==> config.mk <==
export PLATFORM = sky130hd
export DESIGN_NAME = sif_mult_fp16_vec
export DESIGN_NICKNAME = d
export VERILOG_FILES = /design/src/rtl/sif_mult_fp16_vec.sv
export SDC_FILE = /design/constraint.sdc
export NUM_CORES = 2
export LEC_CHECK = 0
export BUFFER_PORTS_ARGS = -buffer_cell sky130_fd_sc_hd__buf_2
export CORE_MARGIN = 3
export CORE_UTILIZATION = 55
export CTS_CLUSTER_SIZE = 25
export DETAILED_ROUTE_END_ITERATION = 12
export MAX_ROUTING_LAYER = met4
export PLACE_DENSITY = 0.74
export SLEW_MARGIN = 20
export SYNTH_ARGS = -nofsm -noshare
export SYNTH_HDL_FRONTEND = slang
export SYNTH_SLANG_ARGS = --single-unit
export TNS_END_PERCENT = 20
==> constraint.sdc <==
create_clock -name clk -period 8.05 [get_ports clk]
set_input_delay 0.805 -clock clk [delete_from_list [all_inputs] [get_ports clk]]
set_output_delay 0.805 -clock clk [all_outputs]
set_load 0.03 [all_outputs]
==> src/rtl/sif_mult_fp16_vec.sv <==
// LANES-wide FP16 multiplier behind a joined A/B valid-ready stream; latency 3 cycles, 1 vector/cycle.
// Backpressure: per-stage stall collapses bubbles; output held while P_vld & !P_rdy, A_rdy low only when all stages are full.
module sif_mult_fp16_vec #(
  parameter int LANES      = 4,
  parameter int ROUND_MODE = 0
) (
  input  logic                clk,
  input  logic                rst,
  input  logic                A_vld,
  input  logic [16*LANES-1:0] A_dat,
  output logic                A_rdy,
  input  logic                B_vld,
  input  logic [16*LANES-1:0] B_dat,
  output logic                B_rdy,
  output logic                P_vld,
  output logic [16*LANES-1:0] P_dat,
  output logic [3*LANES-1:0]  P_exc,
  input  logic                P_rdy
);

  localparam logic [1:0] CLS_NORM = 2'd0;
  localparam logic [1:0] CLS_ZERO = 2'd1;
  localparam logic [1:0] CLS_INF  = 2'd2;
  localparam logic [1:0] CLS_NAN  = 2'd3;

  typedef struct packed {
    logic        sign;
    logic [1:0]  cls;
    logic [7:0]  exp;   // two's complement, unbiased-by-one-bias sum
    logic [21:0] prod;
  } s1_t;

  typedef struct packed {
    logic       sign;
    logic [1:0] cls;
    logic [7:0] exp;
    logic [9:0] frac;
  } s2_t;

  function automatic s1_t f_s1(input logic [15:0] a, input logic [15:0] b);
    s1_t         r;
    logic        a_zero, b_zero, a_inf, b_inf, a_nan, b_nan;
    logic [21:0] ma, mb;
    a_zero = (a[14:10] == 5'd0);
    b_zero = (b[14:10] == 5'd0);
    a_inf  = (a[14:10] == 5'h1f) && (a[9:0] == 10'd0);
    b_inf  = (b[14:10] == 5'h1f) && (b[9:0] == 10'd0);
    a_nan  = (a[14:10] == 5'h1f) && (a[9:0] != 10'd0);
    b_nan  = (b[14:10] == 5'h1f) && (b[9:0] != 10'd0);
    ma     = {11'd0, 1'b1, a[9:0]};
    mb     = {11'd0, 1'b1, b[9:0]};
    r.sign = a[15] ^ b[15];
    r.prod = ma * mb;
    r.exp  = {3'b000, a[14:10]} + {3'b000, b[14:10]} - 8'd15;
    // Subnormals have exp==0, so they fall into the zero class (flush).
    if (a_nan || b_nan || (a_inf && b_zero) || (b_inf && a_zero))
      r.cls = CLS_NAN;
    else if (a_inf || b_inf)
      r.cls = CLS_INF;
    else if (a_zero || b_zero)
      r.cls = CLS_ZERO;
    else
      r.cls = CLS_NORM;
    return r;
  endfunction

  function automatic s2_t f_s2(input s1_t s);
    s2_t         r;
    logic [9:0]  frac;
    logic        guard, sticky, inc;
    logic [7:0]  exp;
    logic [11:0] mant;
    if (s.prod[21]) begin
      frac   = s.prod[20:11];
      guard  = s.prod[10];
      sticky = |s.prod[9:0];
      exp    = s.exp + 8'd1;
    end else begin
      frac   = s.prod[19:10];
      guard  = s.prod[9];
      sticky = |s.prod[8:0];
      exp    = s.exp;
    end
    inc    = (ROUND_MODE == 0) && guard && (sticky || frac[0]);
    mant   = {2'b01, frac} + {11'd0, inc};
    r.sign = s.sign;
    r.cls  = s.cls;
    r.exp  = mant[11] ? exp + 8'd1 : exp;
    r.frac = mant[11] ? mant[10:1] : mant[9:0];
    return r;
  endfunction

  // Returns {invalid, overflow, underflow, fp16}.
  function automatic logic [18:0] f_s3(input s2_t s);
    logic [18:0] r;
    case (s.cls)
      CLS_NAN:  r = {3'b100, 16'h7E00};
      CLS_INF:  r = {3'b000, s.sign, 15'h7C00};
      CLS_ZERO: r = {3'b000, s.sign, 15'h0000};
      default: begin
        if ($signed(s.exp) >= 8'sd31)
          r = {3'b010, s.sign, 15'h7C00};
        else if ($signed(s.exp) <= 8'sd0)
          r = {3'b001, s.sign, 15'h0000};
        else
          r = {3'b000, s.sign, s.exp[4:0], s.frac};
      end
    endcase
    return r;
  endfunction

  logic        vld1, vld2;
  logic        en1, en2, en3, fire;
  s1_t         s1_q [LANES];
  s2_t         s2_q [LANES];
  s1_t         s1_d [LANES];
  s2_t         s2_d [LANES];
  logic [18:0] p_d  [LANES];

  assign en3   = !P_vld || P_rdy;
  assign en2   = !vld2 || en3;
  assign en1   = !vld1 || en2;
  assign A_rdy = !rst && en1;
  assign B_rdy = A_rdy;
  assign fire  = A_vld && B_vld && A_rdy;

  always_comb begin
    for (int i = 0; i < LANES; i++) begin
      s1_d[i] = f_s1(A_dat[16*i +: 16], B_dat[16*i +: 16]);
      s2_d[i] = f_s2(s1_q[i]);
      p_d[i]  = f_s3(s2_q[i]);
    end
  end

  always_ff @(posedge clk) begin
    for (int i = 0; i < LANES; i++) begin
      if (fire)
        s1_q[i] <= s1_d[i];
      if (en2 && vld1)
        s2_q[i] <= s2_d[i];
    end
  end

  always_ff @(posedge clk) begin
    if (rst) begin
      vld1  <= 1'b0;
      vld2  <= 1'b0;
      P_vld <= 1'b0;
      P_dat <= '0;
      P_exc <= '0;
    end else begin
      if (en1)
        vld1 <= fire;
      if (en2)
        vld2 <= vld1;
      if (en3)
        P_vld <= vld2;
      if (en3 && vld2) begin
        for (int i = 0; i < LANES; i++) begin
          P_dat[16*i +: 16] <= p_d[i][15:0];
          P_exc[3*i +: 3]   <= p_d[i][18:16];
        end
      end
    end
  end

endmodule

==> results.py <==
metrics = {
    "synth": {
        "synth-edff-count": 212,
        "syn_avg_cell_area_sq_um": 9.56,
        "ys_types": 68,
        "yosys.area.top_type": "fa_1",
        "ys_ff_latch": 291,
        "async_flop_share_pct": 0,
        "syn-instance-count": 3065,
        "synth_top_cells_by_area": "fa_1 (22%), edfxtp_1 (22%), ha_1 (12%), inv_1 (6.6%), dfxtp_1 (5.4%)",
        "synth_warnings": 0,
        "syn-num-nets": 3806,
        "ys_seq_area_share_pct": 27.1,
        "netlist_area_sq_um": 29300,
        "synth_top_area_share_pct": 22.1,
        "synth_flop_cell": "edfxtp_1",
    },
    "clock_network": {
        "cts.sinks": 291,
        "root_buffer": "clkbuf_16",
        "ctsHoldBuffers": 0,
        "cts_tree": "built",
        "clock_latency_ps": 550,
        "clockBufferDepth": 3,
        "cts_buffers": 28,
        "h-tree-depth": 1,
        "cts_setup_buffers": 0,
        "clkTransAtPathRegs_ps": 70,
        "post_cts_resized": 0,
    },
    "floorplan": {
        "fp.dieW_microns": 237,
        "fp-row-count": 83,
        "die_h_microns": 237,
        "dieArea_sq_um": 56100,
        "pin_count": 212,
        "core_area_sq_um": 52000,
        "initial_utilization_pct": 56.3,
    },
    "sta": {
        "setup_violations": 0,
        "relSlewSlack_pct": 32.4,
        "setup_tns_ps": 0,
        "period_share_pct": 70.2,
        "fmax_mhz": 177,
        "drv_slew": 0,
        "rsz0062_at_grt": "no",
        "whs_ps": 417,
        "worst_pin_slew_ps": 1010,
        "final-hold-violation-count": 0,
        "fin_crit_ps": 5650,
        "skew_ps": 13.4,
    },
    "route": {
        "vias": 21600,
        "wl_microns": 65900,
        "drt_iter0_drc": 1234,
        "route.detailed.drc": 0,
        "antenna_left": 0,
        "dr.pass1.iters": 6,
        "avgRoutedWirePerCell_microns": 16.9,
        "vias_per_cell": 5.56,
    },
    "setup_path": {
        "critical_path_required_ps": 8350,
        "cp-start-kind": "input port",
        "arrival_ps": 5950,
        "end_kind": "flop",
        "path_max_fanout": 12,
        "critPathKind": "input port to flop",
    },
    "power": {
        "vdd_ir_drop_max_v": 0.000244,
        "power_density_nw_per_um2": 299,
        "power.leakage_nw": 15.0,
    },
    "global_routing": {
        "met2_usage_pct": 40.6,
        "grt_pass1_vias": 22700,
        "grt.met1_usage_pct": 32.0,
        "antenna_found_initial": 0,
        "grt_usage_pct": 24.6,
        "grt-busiest-layer": "met2",
        "grt_max_degree": 85,
        "grt_overflow": 0,
        "grt_first_pass_wirelength_microns": 111000,
        "met3_usage_pct": 3.35,
    },
    "final_layout": {
        "fin_nets": 3932,
        "syn_to_final_growth_pct": 8.36,
        "drive_gt1_share_pct": 9.15,
    },
    "job": {
        "cap_violations": 0,
    },
    "run_status": {
        "outcome": "finished clean",
    },
    "place": {
        "io_buffers": 211,
        "gp_congestion": 0.888,
        "hpwl_microns": 52300,
    },
    "worst_hold_path": {
        "hold_path_class": "flop to flop",
    },
}
[placed cells by master (no fill, tap or decap), drive strengths merged, types with 63 or more instances in the layout]
master	n
inv	515
ha	284
o21ai	69
xor2	74
and2	172
a21oi	111
nor2	192
fa	324
buf	219
dfxtp	79
edfxtp	212
nand3	63
nand2	338
xnor2	91
[sequential cells by signal, summed over array words and instances (netlist names)]
signal,flops
vld2,1
s2_q,84
P_exc,12
P_vld,1
s1_q,128
P_dat,64
vld1,1
[per-layer routing]
layer,share of wire (%),vias up
li1,-,10300
met1,43,10700
met2,48,582
met3,5.3,111
met4,3.2,0
met5,0,-
[critical path, stage by stage]
cell       delay, ps
buf_2            250
nand2_1          140
fa_1             560
inv_1             60
fa_1             490
inv_1             50
fa_1             530
inv_1             50
fa_1             480
inv_1             50
fa_1             470
inv_1             40
ha_1             330
a21o_1           200
nand4_1          100
nand3_1           90
a2111oi_0        720
o31a_1           270
o21ai_1          100
xor2_1           150
[cells by family after synthesis]
group                    count (synthesis)  synth area share (%)
AO/OA/AOI/OAI                          390                  8.80
XOR/XNOR                               165                  4.93
adder cells (fa/ha/maj)                608                  34.3
buffers and inverters                  638                  8.23
flip-flops                             291                  27.1
multiplexers                            38                  1.37
AND/OR/NAND/NOR                        935                  15.3
[final timing paths]
| path | startpoint | end | slack [ps] | cells after the start |
|---|---|---|---|---|
| worst min-delay path | s1_q[3][31] | s2_q[3][19] | 420 | 0 |
| worst min register to register | s1_q[3][31] | s2_q[3][19] | 420 | 0 |
| worst max register to register | P_vld | s1_q[3][17] | 4750 | 5 |
| worst max-delay path | A_dat[7] | s1_q[0][20] | 2400 | 20 |
[synth_stat cells (5+ instances only)]
library cell    n
and2_1        172
mux2_2         17
fa_1          324
buf_2           6
a21boi_0        5
edfxtp_1      212
clkbuf_1      110
a221oi_1        6
a21oi_1       111
mux2i_1        21
inv_1         515
xnor2_1        91
nor3b_1         8
nand2b_1       11
a21o_1         42
a211oi_1       41
xor2_1         74
nand4_1        16
or3_1           5
ha_1          284
o21ai_0        58
nor3_1         36
buf_1           5
nor2b_1        20
nand3_1        63
o31ai_1         6
a31oi_1        13
a22oi_1        34
o31a_1          5
and3_1         18
o21a_1         13
or4_1           7
dfxtp_1        79
nand2_1       338
nor4_1         33
o21ai_1        11
nor2_1        192
[layout make-up]
type | count | area (sq um)
diodes | 1 | 2.50
clock buffers | 50 | 907
clock inverters | 2 | 10.0
fillers | 4468 | 20300
inverters | 515 | 1930
multi-input cells | 2136 | 19000
flip-flops and latches | 291 | 7950
well taps | 680 | 851
repair buffers | 219 | 1120
[per-stage QoR]
step	setup slack, ps	power (mW)	utilization, %	instances	area, sq um
after detailed placement	1930	8.17	59.2	3841	30800
final	2400	9.48	61.0	3894	31700
after global routing	2240	10.5	61.0	3893	31700
after global placement	2000	7.98	59.2	3841	30800
after floorplan	2340	6.94	-	3065	29300
after CTS	2500	9.54	61.0	3893	31700
[power breakdown]
group	switching [mW]	leakage, nW	internal [mW]
sequential	0.169	2.53	2.14
clock	0.549	0.448	0.757
combinational	3.30	12.0	2.56
No activity file was read; power rests on OpenSTA's default activity.
